File: config.mk
export PLATFORM = sky130hd
export DESIGN_NAME = extend_pipe_flat
export DESIGN_NICKNAME = d
export VERILOG_FILES = /design/src/rtl/extend_pkg.sv /design/src/rtl/extend_pipe_if.sv /design/src/rtl/extend_core.sv /design/src/rtl/extend_pipe.sv /design/src/flat_wrapper.sv
export SDC_FILE = /design/constraint.sdc
export NUM_CORES = 1
export LEC_CHECK = 0
export ABC_AREA = 1
export CAP_MARGIN = 10
export CORE_ASPECT_RATIO = 0.8
export CORE_MARGIN = 2
export CORE_UTILIZATION = 40
export CTS_CLUSTER_DIAMETER = 80
export DETAILED_ROUTE_END_ITERATION = 12
export DONT_BUFFER_PORTS = 1
export GPL_TIMING_DRIVEN = 0
export SLEW_MARGIN = 5
export SYNTH_ARGS = -nofsm -noshare
export SYNTH_HDL_FRONTEND = slang
export SYNTH_SLANG_ARGS = --single-unit
export TNS_END_PERCENT = 10
File: constraint.sdc
create_clock -name clk -period 8.4 [get_ports clk]
set_input_delay 2.1 -clock clk [delete_from_list [all_inputs] [get_ports clk]]
set_output_delay 2.1 -clock clk [all_outputs]
set_load 0.03 [all_outputs]
File: src/rtl/extend_pkg.sv
// Shared types for the extend_pipe immediate generator: format encodings and occupancy states.
// Optional build macro EXTEND_ZIMM_EN enables the CSR zimm format (fmt 101).
package extend_pkg;

   typedef logic [2:0] fmt_t;

   localparam fmt_t FMT_I = 3'b000;
   localparam fmt_t FMT_S = 3'b001;
   localparam fmt_t FMT_B = 3'b010;
   localparam fmt_t FMT_U = 3'b011;
   localparam fmt_t FMT_J = 3'b100;
   localparam fmt_t FMT_Z = 3'b101;

   typedef enum logic [1:0] {
      ST_EMPTY = 2'd0,
      ST_ONE   = 2'd1,
      ST_TWO   = 2'd2
   } occ_t;

endpackage

File: src/rtl/extend_pipe_if.sv
// Handshake bundle for extend_pipe: upstream decode request and downstream result.
interface extend_pipe_if #(
   parameter int XLEN  = 32,
   parameter int TAG_W = 4
);
   logic                    in_valid;
   logic                    in_ready;
   logic [24:0]             in_instr;
   extend_pkg::fmt_t        in_fmt;
   logic [XLEN-1:0]         in_pc;
   logic [TAG_W-1:0]        in_tag;
   logic                    out_valid;
   logic                    out_ready;
   logic signed [XLEN-1:0]  out_imm;
   logic [XLEN-1:0]         out_target;
   logic [TAG_W-1:0]        out_tag;
   logic                    out_illegal;

   modport master (
      output in_valid, in_instr, in_fmt, in_pc, in_tag, out_ready,
      input  in_ready, out_valid, out_imm, out_target, out_tag, out_illegal
   );

   modport slave (
      input  in_valid, in_instr, in_fmt, in_pc, in_tag, out_ready,
      output in_ready, out_valid, out_imm, out_target, out_tag, out_illegal
   );
endinterface

File: src/rtl/extend_core.sv
// Combinational immediate decode: builds the sign-extended immediate and pc-relative target.
// Format 101 decodes as CSR zimm only when EXTEND_ZIMM_EN is defined; otherwise it is illegal.
module extend_core
   import extend_pkg::*;
#(
   parameter int XLEN = 32
) (
   input  logic [24:0]            instr,
   input  fmt_t                   fmt,
   input  logic [XLEN-1:0]        pc,
   output logic signed [XLEN-1:0] imm,
   output logic [XLEN-1:0]        target,
   output logic                   illegal
);

   logic signed [31:0] imm32;

   // instr[k] holds instruction bit k+7
   always_comb begin
      imm32   = '0;
      illegal = 1'b0;
      case (fmt)
         FMT_I: imm32 = {{20{instr[24]}}, instr[24:13]};
         FMT_S: imm32 = {{20{instr[24]}}, instr[24:18], instr[4:0]};
         FMT_B: imm32 = {{20{instr[24]}}, instr[0], instr[23:18], instr[4:1], 1'b0};
         FMT_U: imm32 = {instr[24:5], 12'b0};
         FMT_J: imm32 = {{12{instr[24]}}, instr[12:5], instr[13], instr[23:14], 1'b0};
`ifdef EXTEND_ZIMM_EN
         FMT_Z: imm32 = {27'b0, instr[12:8]};
`endif
         default: illegal = 1'b1;
      endcase
   end

   // imm32 is signed, so widening to 64 bits replicates bit 31
   assign imm    = XLEN'(imm32);
   assign target = pc + imm;

endmodule

File: src/rtl/extend_pipe.sv
// Immediate generator stage: decode, then a two-entry skid buffer with a registered in_ready.
// Optional build macro EXTEND_ZIMM_EN (handled in extend_core) enables the zimm format.
module extend_pipe
   import extend_pkg::*;
#(
   parameter int XLEN  = 32,
   parameter int TAG_W = 4
) (
   input logic          clk,
   input logic          reset,
   extend_pipe_if.slave bus
);

   generate
      if (XLEN != 32 && XLEN != 64) begin : g_bad_xlen
         $error("extend_pipe: XLEN must be 32 or 64");
      end
   endgenerate

   typedef struct packed {
      logic signed [XLEN-1:0] imm;
      logic [XLEN-1:0]        target;
      logic [TAG_W-1:0]       tag;
      logic                   illegal;
   } entry_t;

   occ_t   state_q, state_d;
   logic   in_ready_q;
   logic   accept, retire;
   logic   load_main, from_skid, load_skid;
   entry_t dec_p0, main_p1, skid_p1;

   // Stage 0: decode ahead of the buffer registers
   extend_core #(.XLEN(XLEN)) u_core (
      .instr   (bus.in_instr),
      .fmt     (bus.in_fmt),
      .pc      (bus.in_pc),
      .imm     (dec_p0.imm),
      .target  (dec_p0.target),
      .illegal (dec_p0.illegal)
   );
   assign dec_p0.tag = bus.in_tag;

   assign accept = bus.in_valid & in_ready_q;
   assign retire = (state_q != ST_EMPTY) & bus.out_ready;

   always_comb begin
      state_d   = state_q;
      load_main = 1'b0;
      from_skid = 1'b0;
      load_skid = 1'b0;
      case (state_q)
         ST_EMPTY: begin
            if (accept) begin
               state_d   = ST_ONE;
               load_main = 1'b1;
            end
         end
         ST_ONE: begin
            if (accept && !retire) begin
               state_d   = ST_TWO;
               load_skid = 1'b1;
            end else if (!accept && retire) begin
               state_d = ST_EMPTY;
            end else if (accept && retire) begin
               load_main = 1'b1;
            end
         end
         ST_TWO: begin
            if (retire) begin
               state_d   = ST_ONE;
               load_main = 1'b1;
               from_skid = 1'b1;
            end
         end
         default: state_d = ST_EMPTY;
      endcase
   end

   always_ff @(posedge clk) begin
      if (reset) begin
         state_q    <= ST_EMPTY;
         in_ready_q <= 1'b1;
      end else begin
         state_q    <= state_d;
         in_ready_q <= (state_d != ST_TWO);
      end
   end

   // Stage 1: main (output) register and skid register
   always_ff @(posedge clk) begin
      if (reset) begin
         main_p1 <= '0;
      end else if (load_main) begin
         main_p1 <= from_skid ? skid_p1 : dec_p0;
      end
   end

   always_ff @(posedge clk) begin
      if (load_skid) begin
         skid_p1 <= dec_p0;
      end
   end

   assign bus.in_ready    = in_ready_q;
   assign bus.out_valid   = (state_q != ST_EMPTY);
   assign bus.out_imm     = main_p1.imm;
   assign bus.out_target  = main_p1.target;
   assign bus.out_tag     = main_p1.tag;
   assign bus.out_illegal = main_p1.illegal;

endmodule
File: src/flat_wrapper.sv
// flat-port wrapper written by rule: the top's interface ports become plain ports
module extend_pipe_flat import extend_pkg::*;
#(
   parameter int XLEN  = 32,
   parameter int TAG_W = 4
)
  (clk, reset, bus_in_valid, bus_in_instr, bus_in_fmt, bus_in_pc, bus_in_tag, bus_out_ready, bus_in_ready, bus_out_valid, bus_out_imm, bus_out_target, bus_out_tag, bus_out_illegal);
  extend_pipe_if #(.XLEN(XLEN), .TAG_W(TAG_W)) bus_i ();
  input logic clk;
  input logic reset;
  input wire logic [$bits(bus_i.in_valid)-1:0] bus_in_valid;
  input wire logic [$bits(bus_i.in_instr)-1:0] bus_in_instr;
  input wire logic [$bits(bus_i.in_fmt)-1:0] bus_in_fmt;
  input wire logic [$bits(bus_i.in_pc)-1:0] bus_in_pc;
  input wire logic [$bits(bus_i.in_tag)-1:0] bus_in_tag;
  input wire logic [$bits(bus_i.out_ready)-1:0] bus_out_ready;
  output wire logic [$bits(bus_i.in_ready)-1:0] bus_in_ready;
  output wire logic [$bits(bus_i.out_valid)-1:0] bus_out_valid;
  output wire logic [$bits(bus_i.out_imm)-1:0] bus_out_imm;
  output wire logic [$bits(bus_i.out_target)-1:0] bus_out_target;
  output wire logic [$bits(bus_i.out_tag)-1:0] bus_out_tag;
  output wire logic [$bits(bus_i.out_illegal)-1:0] bus_out_illegal;
  assign bus_i.in_valid = bus_in_valid;
  assign bus_i.in_instr = bus_in_instr;
  assign bus_i.in_fmt = bus_in_fmt;
  assign bus_i.in_pc = bus_in_pc;
  assign bus_i.in_tag = bus_in_tag;
  assign bus_i.out_ready = bus_out_ready;
  assign bus_in_ready = bus_i.in_ready;
  assign bus_out_valid = bus_i.out_valid;
  assign bus_out_imm = bus_i.out_imm;
  assign bus_out_target = bus_i.out_target;
  assign bus_out_tag = bus_i.out_tag;
  assign bus_out_illegal = bus_i.out_illegal;
  extend_pipe #(.XLEN(XLEN), .TAG_W(TAG_W)) u_core (.clk(clk), .reset(reset), .bus(bus_i));
endmodule
---- Word level (Yosys, flattened, before mapping) ----
Index checks and enable logic that the tools add are counted.
cells by class
  $add $sub $neg .......................... 1
  eq/ne operators ......................... 7
  mux-type cells .......................... 17
  bitwise gates (word level) .............. 2
  reductions and logical operators ........ 9
operator list
  cell                count
  $pmux 32 s5         1
  $mux 69             1
  $add 32x32->32      1
  $mux 1              9
  $mux 2              4
  $eq 3x2->1 const B  2
  $pmux 2 s3          1
  $reduce_or 5->1     1
  $eq 3x1->1 const B  1
  $eq 3x3->1 const B  1
  $logic_and 1x1->1   3
  $logic_not 3->1     1
  $pmux 1 s3          1
  $and 1x1->1         2
  $eq 2x1->1 const B  1
  $eq 2x2->1 const B  1
  $logic_not 1->1     2
  $logic_not 2->1     1
  $ne 2x2->1 const B  1
  $reduce_bool 2->1   1
word-level totals
  register bits ........................... 141
  output and inout port bits .............. 71
  logic and storage cells ................. 46

---- Longest topological paths before layout ----
Gate-level depths: netlist of the first run.
  depth in word-level cells ............... 7
  depth in mapped cells ................... 21
  gate-level depth less buffers ........... 20

---- Cells and area by module ----
Synthesis of the first run repeated with hierarchy kept, for this count alone.
second synthesis, totals
  cell total of the unflattened synthesis .. 1359
  area total of the unflattened synthesis .. 9002.4 um^2
modules (own cells, without submodules)
  module       times used  cells each  area each (um^2)
  extend_pipe  1           775         6248.5
  extend_core  1           584         2753.9

---- Least setup slack after synthesis of the first run ----
OpenSTA, ideal clock, no wires.
  kind .................................... input to register
  start ................................... in bus_in_valid
  end ..................................... reg u_core.skid_p1[0] (netlist bit), enable pin
  setup time .............................. 0.583 ns
  arrival ................................. 6.992 ns
  required time ........................... 7.817 ns
  setup slack ............................. 0.825 ns
  stages on the path ...................... 2
  buffers on the path ..................... 0
  cell sequence ........................... nand2_1 nor3_1
on the way
  longest elaborated chain between the ends .. 4
ends and longest elaborated chain
  element               RTL line            RTL
  from (decl)           flat_wrapper.sv:11  input wire logic [$bits(bus_i.in_valid)-1:0] bus_in_valid;
  $and 1x1->1           extend_pipe.sv:44   assign accept = bus.in_valid & in_ready_q;
  $logic_and 1x1->1     extend_pipe.sv:60   if (accept && !retire) begin
  $mux 1                extend_pipe.sv:60
  $mux 1                extend_pipe.sv:52   case (state_q)
  via u_core.load_skid  extend_pipe.sv:30   logic load_main, from_skid, load_skid;
  to (signal assigned)  extend_pipe.sv:101  skid_p1 <= dec_p0;
  to (decl)             extend_pipe.sv:31   entry_t dec_p0, main_p1, skid_p1;
The timed path passes the listed nets, and every way through them passes these cells.
A chain may end at the register's enable or synchronous reset.

==> impl_metrics.toml, run 1 <==
[global_routing]
grt_start_max_net_pins = 17
antenna_found_initial = 0
grt_pass1_wl_um = 38100
track_usage = 0.237
grt_pass1_vias = 6594
busiest_layer = "met1"
grt_use_met1 = 0.356
use_met3 = 0.0836
grt-ovfl-total = 0
met2_usage = 0.320

[placed_design]
port-buffer-count = 0
routabilityCongestion = 0.895
hpwl_um = 19700
place_area_um2 = 8540
dp_slack_ns = 3.60

[pwr]
p_total_mw = 1.96
p_leak_nw = 4.25
swShare = 0.327
internal_power_mw = 1.32
p_sw_mw = 0.640
ir_drop_uv = 118
power_frac_comb = 0.189
power_frac_clock = 0.378
powerDensity_nw_per_um2 = 215
p_seq_frac = 0.433

[final_layout]
synthToLayoutAreaGrowth_pct = 11.9
final_cell_area_um2 = 9110
antenna_cells = 0
fin_util = 0.457
nets = 1208
post_route_cells_drive_above_1_share = 0.115

[route]
ant_nets = 0
wl_per_cell_um = 17.9
drc = 0
drtPass1Iterations = 5
avgViaCountPerCell = 4.99
first_iter_violations = 605
finalWirelength_um = 24800
num_vias = 6916

[floorplanning]
pin_count = 139
dieArea_um2 = 21500
core.rowCount = 46
start_util = 0.409
die_y_um = 132
core-area_um2 = 19900
die_w_um = 164

[flow_run]
cap_violations = 0

[critical_path]
crit_type = "primary input to flip-flop"
crit_arrival_ns = 4.58
crit_path_end_kind = "flip-flop"
max_stage_delay_ns = 0.44
path_cells = "nand2_2, nand2_2, inv_1, nand2_1, o22ai_1, inv_1, fa_1, inv_1, nand3_1, nand2_2, nand2_1, nand2_1, nand2_1, nand2_2, nand2_1, nand2_1, nand2_1, and2_1"
start_kind = "primary input"
path_common_cell = "nand2_1"
path_depth = 18
crit_buf_inv = 3
crit_fanout = 5
rr_worst_depth = 5
crit_family = "simple AND/OR/NAND/NOR gates"
critical_path_required_ns = 8.59
slowest_stage = "fa_1"

[synth]
ys_seq_area_frac = 0.432
synth_area_um2 = 8140
synthCells = 1082
synth_edf_count = 69
syn-num-nets = 1182
syn_avg_cell_area_um2 = 7.52
synth.distinct_cells = 45
ys_ff_latch = 141
synth_top_flop_cell = "dfxtp_1"
yosysWarnings = 0
async_reset_ff_frac = 0

[clock_tree]
ctsRootBufferMaster = "clkbuf_16"
path_clk_slew_ns = 0.06
cts_made_buffers = 17
cts_tree = "done"
clk_latency_ns = 0.43
holdBufCountCts = 0
postCtsSetupBuffers = 0
cts.sinks = 141
cts_resized = 0
cts-htree-levels = 4
cts.path.max_buffers = 2

[timing]
rsz0062_at_grt = "no"
setup_violations = 0
period_share = 0.523
fmax_mhz = 228
slew_headroom = 0.402
worst_slew_pin_slew_ns = 0.897
finalMaxSlewViolations = 0
skew_ns = 0.00721
finalWorstSetupSlack_ns = 4.01
min_period_ns = 4.39
hold_violations = 0

[outcome]
run_status = "finished clean"

[worst_hold_path]
holdPathStages = 2
hold_class = "flip-flop to flip-flop"
-- per-stage QoR --
| step | instances | hold slack, ns | setup TNS, ns |
|---|---|---|---|
| after floorplan | 1082 | 0.500 | 0 |
| after global placement | 1346 | 0.515 | -147.02 |
| after detailed placement | 1353 | 0.525 | 0 |
| after CTS | 1385 | 0.531 | 0 |
| after global routing | 1385 | 0.544 | 0 |
| final | 1385 | 0.531 | 0 |
-- Yosys cell counts (3+ instances only) --
master,instances,area (µm²)
and2_1,16,100
inv_1,171,642
xnor2_1,4,35.0
o211ai_1,7,52.6
buf_4,6,45.0
buf_6,3,33.8
o21ai_1,12,60.1
buf_2,12,60.1
nand2_1,364,1370
inv_2,11,41.3
nand3b_1,3,22.5
clkbuf_1,11,41.3
ha_1,31,388
edfxtp_1,69,2070
xor2_1,4,35.0
nor3_2,3,30.0
dfxtp_1,72,1440
a21oi_2,4,35.0
o21ai_0,19,95.1
a21oi_1,51,255
nor2_2,4,25.0
nand3_2,6,60.1
nand2_2,32,200
a22o_1,19,166
nor2_1,47,176
nand4_1,3,18.8
a31oi_1,34,213
nand3_1,40,200
nand2_4,3,33.8
nor3_1,3,15.0
xor2_2,4,65.1
-- path summary, 6_finish.rpt --
check | slack [ns] | start | to
max | 4.01 | bus_in_fmt[1] | u_core.skid_p1[29]
min | 0.53 | u_core.skid_p1[65] | u_core.bus.out_imm[28]
max reg2reg | 6.07 | u_core.bus.in_ready | u_core.skid_p1[27]
min reg2reg | 0.53 | u_core.skid_p1[65] | u_core.bus.out_imm[28]
-- sequential cells by signal, indices dropped and copies added, names as in the netlist --
| register | cells |
|---|---|
| u_core.bus.out_imm | 32 |
| u_core.state_q | 2 |
| u_core.bus.in_ready | 1 |
| u_core.bus.out_target | 32 |
| u_core.skid_p1 | 69 |
| u_core.bus.out_tag | 4 |
| u_core.bus.out_illegal | 1 |
-- cell usage in the layout, fill, tap and decap left out, drive strengths merged --
cell / n
buf: 29
bufinv: 1
xnor2: 4
a22o: 19
dfxtp: 72
or2: 2
xor2: 8
nor3: 6
o211ai: 7
o21bai: 1
nand2: 399
fa: 1
a31oi: 34
o21ai: 32
nand3b: 4
o221ai: 1
a22oi: 1
inv: 186
ha: 31
nor2: 52
o22ai: 1
a21oi: 55
edfxtp: 69
nand3: 46
and2: 16
clkbuf: 32
clkinv: 7
a211oi: 1
nand4: 3
a21o: 1
-- power by group through the flow --
| stage | logic [mW] | clock network, mW | registers, mW |
|---|---|---|---|
| after global routing | 0.416 | 0.776 | 0.854 |
| after global placement | 0.358 | 0 | 0.866 |
| after CTS | 0.367 | 0.746 | 0.849 |
| after detailed placement | 0.364 | 0 | 0.864 |
| final | 0.370 | 0.740 | 0.848 |
| after floorplan | 0.264 | 0 | 0.856 |
-- final cells by class --
type                       count  area (µm²)
tap                          264         330
buffer                        33         184
fill                        2049       10800
clock buffer                  21         462
timing repair buffer           7        63.8
multi-input combinational    725        3760
clock inverter                11         108
sequential                   141        3510
inverter                     183         687
-- cell families (layout without fill, tap and decap cells) --
logic type | after synthesis | after routing | synth area share
simple gates | 528 | 528 | 0.280
buf+inv | 216 | 255 | 0.107
compound gates | 153 | 153 | 0.114
flops | 141 | 141 | 0.432
fa+ha+maj | 32 | 32 | 0.0501
xor+xnor | 12 | 12 | 0.0166
-- worst reg2reg max path, cell delays in order, from the launching register on --
cell and delay, ns:
dfxtp_1 0.50, nand2_1 0.17, nor3_2 0.64, buf_6 0.25
buf_4 0.23, buf_4 0.24
-- routing by layer --
layer	up-vias	wire, µm
li1	3503	-
met2	250	9610
met4	0	317
met3	20	2680
met1	3143	12200
met5	-	0
No activity file was read; power rests on OpenSTA's default activity.
==> inputs of run 2 (changes only) <==
==> constraint.sdc (replaced) <==
create_clock -name clk -period 4.4 [get_ports clk]
set_input_delay 1.1 -clock clk [delete_from_list [all_inputs] [get_ports clk]]
set_output_delay 1.1 -clock clk [all_outputs]
set_load 0.03 [all_outputs]
==> run 2 against run 1 <==
Non-clock buffer count decreased by 3. Register-to-register slack got worse by 4.0 ns. Hold slack improved by 0.0098 ns. Final cell count decreased by 0.22%. Via count increased by 0.26%. Routed wire length decreased by 0.44%. Sequential share of layout area decreased by 0.090 points. Clock power increased by 96%. Total power increased by 93%. Design area increased by 0.23%. First-iteration DRC count decreased by 12%. Critical endpoint unchanged. Largest cell class unchanged. Largest power group unchanged.
==> impl_metrics.toml, run 2 (synthesized netlist as in run 1, its figures left out) <==
[outcome]
run_status = "finished clean"

[global_routing]
antenna_found_initial = 0
grt_pass1_vias = 6573
grt_start_max_net_pins = 19
grt-ovfl-total = 0
busiest_layer = "met1"
met2_usage = 0.332
grt_pass1_wl_um = 37800
track_usage = 0.235
grt_use_met1 = 0.346
use_met3 = 0.0808

[final_layout]
synthToLayoutAreaGrowth_pct = 12.2
final_cell_mix = "364 x nand2_1, 171 x inv_1, 72 x dfxtp_1, 69 x edfxtp_1, 51 x a21oi_1"
mostFrequentLayoutCell = "nand2_1"
final_cell_area_um2 = 9130
antenna_cells = 0
nets = 1205
largest_register_ffs = 69
post_route_cells_drive_above_1_share = 0.114
fin_util = 0.459
fill_cells = 2061
regMostFlops = "u_core.skid_p1"

[placed_design]
routabilityCongestion = 0.950
place_area_um2 = 8540
port-buffer-count = 0
hpwl_um = 19700

[timing]
min_period_ns = 3.35
period_share = 0.762
rsz0062_at_grt = "no"
skew_ns = 0.00960
fmax_mhz = 298
worst_slew_pin_slew_ns = 0.813
hold_violations = 0
finalMaxSlewViolations = 0
setup-tns-final_ns = 0
setup_violations = 0
slew_headroom = 0.458

[clock_tree]
postCtsSetupBuffers = 0
path_clk_slew_ns = 0.07
cts_tree = "done"
cts_made_buffers = 17
cts.path.max_buffers = 2
holdBufCountCts = 0
cts_resized = 0
cts-htree-levels = 4
clk_latency_ns = 0.44
cts.sinks = 141
ctsRootBufferMaster = "clkbuf_16"

[floorplanning]
core.rowCount = 46
start_util = 0.409
dieArea_um2 = 21500
pin_count = 139
die_y_um = 132
core-area_um2 = 19900
die_w_um = 164

[critical_path]
crit_fanout = 5
crit_buf_inv = 3
slowest_stage = "fa_1"
start_kind = "primary input"
critical_path_required_ns = 4.59
crit_arrival_ns = 3.54
max_stage_delay_ns = 0.45
crit_type = "primary input to flip-flop"
crit_end = "u_core.skid_p1[29]"
path_depth = 18
rr_worst_depth = 5
crit_path_end_kind = "flip-flop"
path_common_cell = "nand2_1"
crit-reg2reg-launch = "u_core.bus.in_ready"
path_cells = "nand2_2, nand2_2, inv_1, nand2_1, o22ai_1, inv_1, fa_1, inv_1, nand3_1, nand2_2, nand2_1, nand2_1, nand2_1, nand2_2, nand2_1, nand2_1, nand2_1, and2_1"
r2r_slack_ns = 2.08
crit_family = "simple AND/OR/NAND/NOR gates"
critPathLaunch = "bus_in_fmt[1]"
timing.rr.end = "u_core.skid_p1[55]"

[route]
drc = 0
num_vias = 6934
finalWirelength_um = 24700
avgViaCountPerCell = 5.02
wl_per_cell_um = 17.9
first_iter_violations = 534
drtPass1Iterations = 5
ant_nets = 0

[flow_run]
cap_violations = 0

[pwr]
powerDensity_nw_per_um2 = 413
p_leak_nw = 4.24
ir_drop_uv = 220
p_total_mw = 3.77

[worst_hold_path]
hold_class = "flip-flop to flip-flop"
==> run 2: routing by layer <==
metal / share of wire / up-vias
met4: 0.0084 / 0
met2: 0.40 / 256
met3: 0.11 / 16
li1: - / 3496
met1: 0.48 / 3166
met5: 0 / -
==> run 2: tightest hold or removal path: cells and delay by family (launching register included) <==
family,cells,cell delay [ns]
flops,1,0.32
compound gates,1,0.14
simple gates,1,0.05
==> run 2: stage by stage <==
step,setup slack (ns),hold WS (ns),cells
finish,1.05,0.541,1382
global route,0.861,0.558,1382
CTS,1.04,0.539,1382
detailed placement,0.596,0.526,1350
global placement,-1.59,0.515,1346
floorplan,0.000434,0.501,1082
==> run 2: power by group <==
part	switching, mW	leakage [nW]	internal [mW]
Sequential	0.153	1.22	1.47
Combinational	0.474	2.73	0.229
Clock	0.632	0.283	0.814
==> run 2: how the worst min path moves through the flow <==
| stage | from | end | cells past startpoint |
|---|---|---|---|
| 6_report | u_core.skid_p1[12] | u_core.bus.out_target[7] | 2 |
| 4_1_cts | u_core.state_q[0] | u_core.state_q[0] | 2 |
| 3_5_place_dp | u_core.skid_p1[48] | u_core.bus.out_imm[11] | 2 |
| 3_3_place_gp | u_core.skid_p1[41] | u_core.bus.out_imm[4] | 2 |
| 2_1_floorplan | u_core.state_q[0] | u_core.state_q[0] | 2 |
| 5_1_grt | u_core.skid_p1[3] | u_core.bus.out_tag[2] | 2 |
==> run 2: area by class of cell <==
cell class | instances | area, µm² | share of cell area
Multi-Input combinational cell | 725 | 3770 | 0.413
Tap cell | 264 | 330 | 0.0362
Buffer | 33 | 184 | 0.0201
Inverter | 183 | 687 | 0.0752
Timing Repair Buffer | 4 | 60.1 | 0.00658
Clock inverter | 14 | 149 | 0.0163
Sequential cell | 141 | 3510 | 0.385
Clock buffer | 18 | 439 | 0.0481
